[src/rtl/sequential_multiplier.sv]
`default_nettype none
// ============================================================================
// Module      : sequential_multiplier
// Description : Iterative shift-and-add unsigned multiplier, one multiplier
//               bit per clock, start/busy/done handshake.
//               Optional SEQ_MULT_EARLY_EXIT_EN: finish as soon as the
//               remaining multiplier bits are all zero.
// Revision    : 1.0 - initial release
// ============================================================================
module sequential_multiplier #(
    parameter int WIDTH_A = 16,
    parameter int WIDTH_B = 8
) (
    input  logic                       clk,
    input  logic                       nRst,
    input  logic                       start,
    input  logic [WIDTH_A-1:0]         multiplicand,
    input  logic [WIDTH_B-1:0]         multiplier,
    output logic [WIDTH_A+WIDTH_B-1:0] product,
    output logic                       busy,
    output logic                       done
);

    localparam int c_PW = WIDTH_A + WIDTH_B;
    localparam int c_CW = $clog2(WIDTH_B) + 1;
    localparam logic [c_CW-1:0] c_LAST = c_CW'(WIDTH_B - 1);

    typedef enum logic [1:0] {
        S_IDLE = 2'd0,
        S_MULT = 2'd1,
        S_DONE = 2'd2
    } state_t;

    state_t              r_state;
    state_t              w_next;
    logic [c_PW-1:0]     r_acc;
    logic [c_PW-1:0]     r_mcand;
    logic [c_PW-1:0]     r_product;
    logic [WIDTH_B-1:0]  r_mplier;
    logic [c_CW-1:0]     r_count;

    logic                w_accept;
    logic                w_last;
    logic [c_PW-1:0]     w_sum;
    logic [WIDTH_B-1:0]  w_mplier_sh;

    // New operands are accepted from IDLE and from DONE (back-to-back).
    assign w_accept    = start && ((r_state == S_IDLE) || (r_state == S_DONE));
    assign w_sum       = r_mplier[0] ? (r_acc + r_mcand) : r_acc;
    assign w_mplier_sh = r_mplier >> 1;

`ifdef SEQ_MULT_EARLY_EXIT_EN
    assign w_last = (r_count == c_LAST) || (w_mplier_sh == '0);
`else
    assign w_last = (r_count == c_LAST);
`endif

    always_ff @(posedge clk or negedge nRst) begin
        if (!nRst) begin
            r_state <= S_IDLE;
        end else begin
            r_state <= w_next;
        end
    end

    always_comb begin
        w_next = r_state;
        case (r_state)
            S_IDLE: begin
                if (start) begin
                    w_next = S_MULT;
                end
            end
            S_MULT: begin
                if (w_last) begin
                    w_next = S_DONE;
                end
            end
            S_DONE: begin
                w_next = start ? S_MULT : S_IDLE;
            end
            default: begin
                w_next = S_IDLE;
            end
        endcase
    end

    always_ff @(posedge clk or negedge nRst) begin
        if (!nRst) begin
            r_acc     <= '0;
            r_mcand   <= '0;
            r_mplier  <= '0;
            r_count   <= '0;
            r_product <= '0;
        end else if (w_accept) begin
            r_acc     <= '0;
            r_mcand   <= {{WIDTH_B{1'b0}}, multiplicand};
            r_mplier  <= multiplier;
            r_count   <= '0;
        end else if (r_state == S_MULT) begin
            r_acc    <= w_sum;
            r_mcand  <= r_mcand << 1;
            r_mplier <= w_mplier_sh;
            r_count  <= r_count + 1'b1;
            // The final edge's add goes straight into the result register.
            if (w_last) begin
                r_product <= w_sum;
            end
        end
    end

    assign product = r_product;
    assign busy    = (r_state == S_MULT);
    assign done    = (r_state == S_DONE);

endmodule
`default_nettype wire

[config.mk]
export PLATFORM = sky130hd
export DESIGN_NAME = sequential_multiplier
export DESIGN_NICKNAME = d
export VERILOG_FILES = /design/src/rtl/sequential_multiplier.sv
export SDC_FILE = /design/constraint.sdc
export NUM_CORES = 1
export LEC_CHECK = 0
export BUFFER_PORTS_ARGS = -buffer_cell sky130_fd_sc_hd__buf_4
export CAP_MARGIN = 0
export CORE_MARGIN = 4
export CORE_UTILIZATION = 50
export DETAILED_ROUTE_END_ITERATION = 7
export PLACE_DENSITY = 0.7
export SLEW_MARGIN = 25
export SYNTH_ARGS = -nofsm -noshare
export SYNTH_HDL_FRONTEND = slang
export SYNTH_SLANG_ARGS = --single-unit
[constraint.sdc]
create_clock -name clk -period 3.3 [get_ports clk]
set_input_delay 0.66 -clock clk [delete_from_list [all_inputs] [get_ports clk]]
set_output_delay 0.66 -clock clk [all_outputs]
set_load 0.02 [all_outputs]
After elaboration in Yosys (flattened, before gate mapping)
Cells that the tools add are included.

Register bits after elaboration: 86. Bits of input ports: 27. Output and inout bits: 26. Word-level logic and storage cells: 33.

Add/sub/neg operators: 2. Eq/ne operators: 5. Multiplexer cells: 13. Bitwise operators: 1. Reductions and logical operators: 6.

Operators with widths (count): $mux 24 (5); $add 24x24->24 (1); $mux 8 (2); $mux 4 (2); $pmux 2 s3 (1); $add 4x1->4 const B (1); $eq 4x3->1 const B (1); $mux 2 (2); $reduce_and 3->1 (1); $eq 2x1->1 const B (1); $eq 2x2->1 const B (1); $logic_not 2->1 (1); $ne 2x1->1 const B (1); $ne 2x2->1 const B (1); $reduce_and 2->1 (1); $reduce_bool 2->1 (1); $logic_and 1x1->1 (1); $logic_or 1x1->1 (1); $mux 1 (1); $not 1->1 (1).

Depth between registers and ports, before layout
Gate-level depths: netlist (run 1).

Word-level depth: 5. Mapped depth: 10. Depth with buffers taken out: 10.

Least setup slack after synthesis (run 1)
No wires, ideal clock.

Path kind: reg2reg. From: reg r_acc[10]. To: reg r_product[21], in the netlist product[21]. Library setup time: 99 ps. Data arrival time: 2351 ps. Path slack: 850 ps. Cell stages (with the launch flop): 10. Path buffers: 0. Cells stage by stage: dfrtp_1 -> ha_1 -> a21o_1 -> a31oi_1 -> o21ai_0 -> a221o_2 -> or2_1 -> a31oi_1 -> xor2_1 -> a311oi_1.

Cells in the longest elaborated chain, start to end: 2.

RTL lines: start: declaration (RTL line 36) `logic [c_PW-1:0] r_acc;`; start signal: assignment (RTL line 101) `r_acc <= w_sum;`; $add 24x24->24 (RTL line 49) `assign w_sum = r_mplier[0] ? (r_acc + r_mcand) : r_acc;`; $mux 24 (RTL line 49); end signal: assignment (RTL line 107) `r_product <= w_sum;`; end: declaration (RTL line 38) `logic [c_PW-1:0] r_product;`.

No other way between the ends. A chain may end at the register's enable or synchronous reset.

Worst setup path after layout (run 1)
From: reg r_acc[0]. To: reg r_product[18], in the netlist product[18].

Same word-level chain as after synthesis.

==> results of run 1 <==
-- cell usage in the layout, fill, tap and decap left out, types with 3 or more instances in the layout --
master / count
nand2_1: 98
dfrtp_1: 86
buf_4: 58
o21ai_0: 43
a21oi_1: 24
ha_1: 24
a22oi_1: 22
nor2_1: 19
a22o_1: 17
nand3_1: 17
mux2i_1: 17
xor2_1: 11
xnor2_1: 11
clkbuf_8: 11
a21o_1: 9
inv_1: 7
nand4_1: 7
a31oi_1: 6
o21a_1: 5
nor3b_1: 4
nand2b_1: 3
a21o_2: 3
nor3_1: 3
clkinvlp_4: 3
-- metal layers --
layer,up-vias,global-route usage (%)
met5,-,0
met4,0,5.41
met3,9,2.92
met2,93,31.1
met1,1786,29.9
li1,1836,-
-- cells by family (layout without fill, tap and decap cells) --
group | Yosys count | in the layout | share of synthesized area [%]
AND/OR/NAND/NOR | 163 | 163 | 15.3
adder cells (fa/ha/maj) | 25 | 25 | 6.89
multiplexers | 18 | 18 | 3.90
buffers and inverters | 33 | 82 | 3.15
XOR/XNOR | 22 | 22 | 4.15
AO/OA/AOI/OAI | 142 | 142 | 20.4
flip-flops | 86 | 86 | 46.3
-- power by group --
group          internal, uW  switching [uW]
Clock                   390             378
Sequential             1530             399
Combinational          1340            1890
Total                  3260            2670
-- metrics by stage --
stage | setup WS [ns] | area (um2)
after CTS | 0.533 | 5320
after global placement | 0.632 | 5110
after detailed placement | 0.563 | 5110
final | 0.509 | 5320
after global routing | 0.313 | 5320
after floorplan | 0.850 | 4650
-- registers in the layout (all words and copies together) (netlist names) --
name and flops:
r_acc 24, product 24, r_mplier 8, r_state 2, r_mcand 24, r_count 4
-- worst min path at each step --
stage | from | endpoint | slack (ns) | cells past startpoint
global placement | product[15] | product[15] | 0.46 | 1
detailed placement | r_mplier[1] | r_mplier[1] | 0.46 | 2
global route | nRst | r_count[1] | 0.42 | 1
CTS | nRst | r_count[0] | 0.39 | 1
floorplan | nRst | product[0] | 0.36 | 0
finish | nRst | r_state[0] | 0.32 | 1
-- cell type report --
| type | count | area, um2 | area share [%] |
|---|---|---|---|
| multi-input combinational | 370 | 2350 | 44.2 |
| sequential | 86 | 2150 | 40.4 |
| timing repair buffer | 59 | 447 | 8.39 |
| clock buffer | 11 | 151 | 2.84 |
| tap | 108 | 135 | 2.54 |
| clock inverter | 5 | 57.6 | 1.08 |
| inverter | 7 | 26.3 | 0.494 |
-- worst max-delay path, stage by stage, from the launching register on --
cell       delay (ns)
dfrtp_1          0.41
ha_1             0.24
fa_1             0.44
a21oi_1          0.20
o21a_1           0.21
o32ai_1          0.16
a2111oi_4        0.42
o21ai_1          0.15
xor2_1           0.23
mux2i_1          0.11
a21oi_1          0.15
==> impl_metrics.yaml, run 1 <==
run_status:
  status: "complete, no violations"
sta:
  period_minus_slack_ns: 2.79
  worst_clock_skew_ns: 0.00654
  period_share_pct: 84.6
  rsz0062_at_grt: "no"
  max_slew_margin_pct: 45.6
  hold_viol: 0
  worst_hold_slack_ns: 0.323
  final.setup.tns_ns: 0
  slew_violations: 0
  setup_viol: 0
  worstMarginPinSlew_ns: 0.816
  fmax_mhz: 358
final_layout:
  layout.nets: 585
  fill_cells: 766
  final_cells: 646
  final_util_pct: 59.9
  diodes: 0
  drive_gt1_share_pct: 15.6
  area_delta_synth_final_pct: 14.5
die:
  chipHeight_um: 104
  core_area_um2: 8890
  fp.dieArea_um2: 10900
  pin_count: 53
  die_w_um: 104
  initial_core_util_pct: 52.3
  num_rows: 34
setup_path:
  cp.arrival_ns: 3.07
  criticalPathCategory: "register to register"
  end_kind: "register"
  startpoint_type: "register"
  reg2reg_depth: 10
  reg2reg_slack_ns: 0.51
  worst_r2r_endpoint: "product[18]"
  required_ns: 3.58
  crit_end: "product[18]"
  cp-startpoint: "r_acc[0]"
  crit_fanout: 4
  r2r_start: "r_acc[0]"
detailed_routing:
  drt_pre_antenna_iters: 5
  postRouteAntennaNets: 0
  vias: 3724
  drt-wirelength-per-cell_um: 16.7
  viasPerCell: 5.76
  drc: 0
  routed_wl_um: 10800
  drtIter0Drc: 154
  top_layer: "met4"
  wl_met2_um: 4910
  dr_wl_met3_um: 460
  wl_met1_um: 5330
place:
  hpwl_um: 7740
  place_congestion: 0.919
  dpl.cell_count: 630
  portBuffers: 52
cts:
  clk_pin_slew_ns: 0.08
  worstSkewPairLatency_ns: 0.35
  clockRootBuffer: "clkbuf_8"
  numCtsBuffers: 9
  post_cts_buffers: 0
  cts_resized: 0
  cts_sinks: 86
  max-clock-path-buffers: 2
  cts.htree.levels: 3
  cts_tree: "built"
  ctsHoldBuffers: 0
global_route:
  first_global_vias: 3562
  grt_pass1_wl_um: 18000
  gr-usage-all-layers_pct: 20.2
  grt_max_degree: 87
  antenna_found_initial: 0
  grt_overflow_total: 0
logic_synthesis:
  syn-mean-instance-area_um2: 9.51
  synth_seq_cells: 86
  yosysMostFrequentCell: "nand2_1"
  async_flop_share_pct: 100
  yosys-top-cells-count: "nand2_1 (98), dfrtp_1 (86), o21ai_0 (43)"
  synth_top_cell_by_area: "dfrtp_1"
  ys_top_cells_by_area: "dfrtp_1 (46%), nand2_1 (7.9%), ha_1 (6.5%), o21ai_0 (4.6%), mux2i_1 (3.7%)"
  synth_top_cell_area_share_pct: 46.3
  syn-num-nets: 541
  yosys_warnings: 0
  syn-instance-count: 489
  synth_edf_count: 0
  netlist_area_um2: 4650
  synthDistinctLibCells: 47
  yosys_most_used_dff: "dfrtp_1"
  seq_area_frac_synth_pct: 46.3
power_and_ir_drop:
  p_leak_uw: 0.00263
  ir_worst_vdd_uv: 506
  powerDensity_nw_per_um2: 1110
  p_total_uw: 5930
flow_run:
  cap_violations: 0
worst_hold_path:
  hp-class: "primary input to async pin"
No activity file was read; power rests on OpenSTA's default activity.
==> run 2: changes to the inputs <==
Clock period 3.3 ns to 2.7 ns, I/O delays scaled along.
==> run 2 against run 1 <==
Effect of this change:
- combinational power rose by 35%
- sequential cell count unchanged
- sequential share of layout area down 1.5 points
- critical path depth did not move
- first-iteration DRC count grew 50%
- non-clock buffer count up 21
- final cell count rose by 3.1%
- register-to-register slack worse by 0.40 ns
- total power increased by 28%
- via count up 4.0%
- critical path type unchanged
- clock power up 16%
- setup slack lost 0.40 ns
==> impl_metrics.yaml, run 2 (synthesis results as in run 1) <==
final_layout:
  final_common_cell: "nand2_1"
  diodes: 0
  fill_cells: 751
  drive_gt1_share_pct: 20.1
  seq_area_um2: 2150
  layout.nets: 606
  area_delta_synth_final_pct: 18.9
  final_util_pct: 62.2
  mostFrequentLayoutCells: "nand2_1 (98), dfrtp_1 (86), buf_4 (79)"
  multi_input_area_um2: 2410
setup_path:
  startpoint_type: "register"
  crit_end: "product[18]"
  crit_cells: 10
  crit_fanout: 4
  criticalPathCategory: "register to register"
  cp_top_family: "compound AO/OA/AOI/OAI gates"
  crit_slowest_cell: "a2111oi_4"
  worst_r2r_endpoint: "product[18]"
  cp.arrival_ns: 2.81
  worstPathCellList: "ha_2, fa_2, a21oi_2, o21a_1, o32ai_2, a2111oi_4, o21ai_1, xor2_1, mux2i_1, a21oi_1"
  reg2reg_slack_ns: 0.11
  required_ns: 2.91
  timing.critical_path.buf_inv: 0
  reg2reg_depth: 10
  r2r_start: "r_mcand[0]"
  end_kind: "register"
  critical_path.max_stage_delay_ns: 0.42
  cp-startpoint: "r_mcand[0]"
place:
  portBuffers: 52
  place_congestion: 0.890
  hpwl_um: 8300
cts:
  cts.htree.levels: 3
  numCtsBuffers: 9
  clk_pin_slew_ns: 0.08
  clockRootBuffer: "clkbuf_8"
  max-clock-path-buffers: 2
  ctsHoldBuffers: 0
  cts_sinks: 86
  cts_tree: "built"
  worstSkewPairLatency_ns: 0.35
detailed_routing:
  vias: 3874
  viasPerCell: 5.82
  drc: 0
  drt_pre_antenna_iters: 4
  postRouteAntennaNets: 0
  drt-wirelength-per-cell_um: 16.8
  routed_wl_um: 11200
  drtIter0Drc: 231
die:
  core_area_um2: 8890
  initial_core_util_pct: 52.3
  die_w_um: 104
  chipHeight_um: 104
  pin_count: 53
  num_rows: 34
  fp.dieArea_um2: 10900
sta:
  fmax_mhz: 385
  max_slew_margin_pct: 42.9
  slew_violations: 0
  worst_clock_skew_ns: 0.0118
  worstMarginPinSlew_ns: 0.856
  hold_viol: 0
  rsz0062_at_grt: "yes"
  setup_viol: 0
  period_share_pct: 96.1
  final.setup.tns_ns: 0
  period_minus_slack_ns: 2.59
global_route:
  antenna_found_initial: 0
  grt_max_degree: 49
  grt_overflow_total: 0
  first_global_vias: 3835
  gr-usage-all-layers_pct: 21.5
  grt_pass1_wl_um: 19100
flow_run:
  cap_violations: 0
power_and_ir_drop:
  powerDensity_nw_per_um2: 1370
  ir_worst_vdd_uv: 594
  p_leak_uw: 0.00272
worst_hold_path:
  hp-class: "primary input to async pin"
run_status:
  status: "complete, no violations"
==> run 2: changes by cell type in the layout (fill, tap and decap cells not counted), sizes merged <==
cell,previous run,this run
clkinvlp,3,1
buf,59,80
clkinv,1,2
==> run 2: routing by layer <==
layer / up-vias / part of all wire [%] / GRT usage [%]
met5: - / 0 / 0
met4: 0 / 2.0 / 8.36
met3: 20 / 5.0 / 3.17
met2: 98 / 46 / 32.2
met1: 1882 / 47 / 31.3
li1: 1874 / - / -
==> run 2: timing repair <==
| action | 4_1_cts | 5_1_grt |
|---|---|---|
| setup buffers | 1 | 4 |
| pin swaps | 1 | 6 |
| setup endpoints to repair | 4 | 11 |
| resized for setup | 0 | 11 |
==> run 2: cell type report <==
class | instances | area share, %
multi-input cells | 370 | 43.6
flip-flops and latches | 86 | 38.9
repair buffers | 80 | 11.1
clock buffers | 11 | 2.56
well taps | 108 | 2.45
clock inverters | 4 | 0.860
inverters | 7 | 0.475
==> run 2: report_power, final <==
group | total [uW] | internal, uW | switching, uW
Clock | 890 | 445 | 445
Sequential | 2330 | 1870 | 461
Combinational | 4360 | 1900 | 2450
Total | 7580 | 4220 | 3360
==> run 2: worst min path at each step <==
stage / start / endpoint / slack (ns) / cells past startpoint
floorplan: nRst / product[0] / 0.24 / 0
global placement: r_mplier[1] / r_mplier[1] / 0.46 / 2
detailed placement: r_mplier[5] / r_mplier[5] / 0.47 / 2
CTS: nRst / r_count[0] / 0.16 / 1
global route: nRst / r_count[0] / 0.18 / 1
finish: nRst / r_count[0] / 0.15 / 1
==> run 2: per-stage QoR <==
| stage | instances | total power, uW | area, um2 | hold WS (ns) | worst slack (ns) |
|---|---|---|---|---|---|
| final | 666 | 7580 | 5530 | 0.153 | 0.105 |
| after CTS | 662 | 7440 | 5440 | 0.160 | 0.0156 |
| after global placement | 646 | 6410 | 5240 | 0.458 | 0.0381 |
| after detailed placement | 646 | 6510 | 5240 | 0.467 | -0.0776 |
| after global routing | 666 | 8230 | 5530 | 0.185 | -0.0319 |
| after floorplan | 489 | 5210 | 4650 | 0.244 | 0.250 |
==> run 2: worst reg2reg max path, cell delays in order (launching register included) <==
cell,delay [ns]
dfrtp_1,0.41
ha_2,0.20
fa_2,0.39
a21oi_2,0.18
o21a_1,0.17
o32ai_2,0.13
a2111oi_4,0.42
o21ai_1,0.13
xor2_1,0.18
mux2i_1,0.16
a21oi_1,0.09
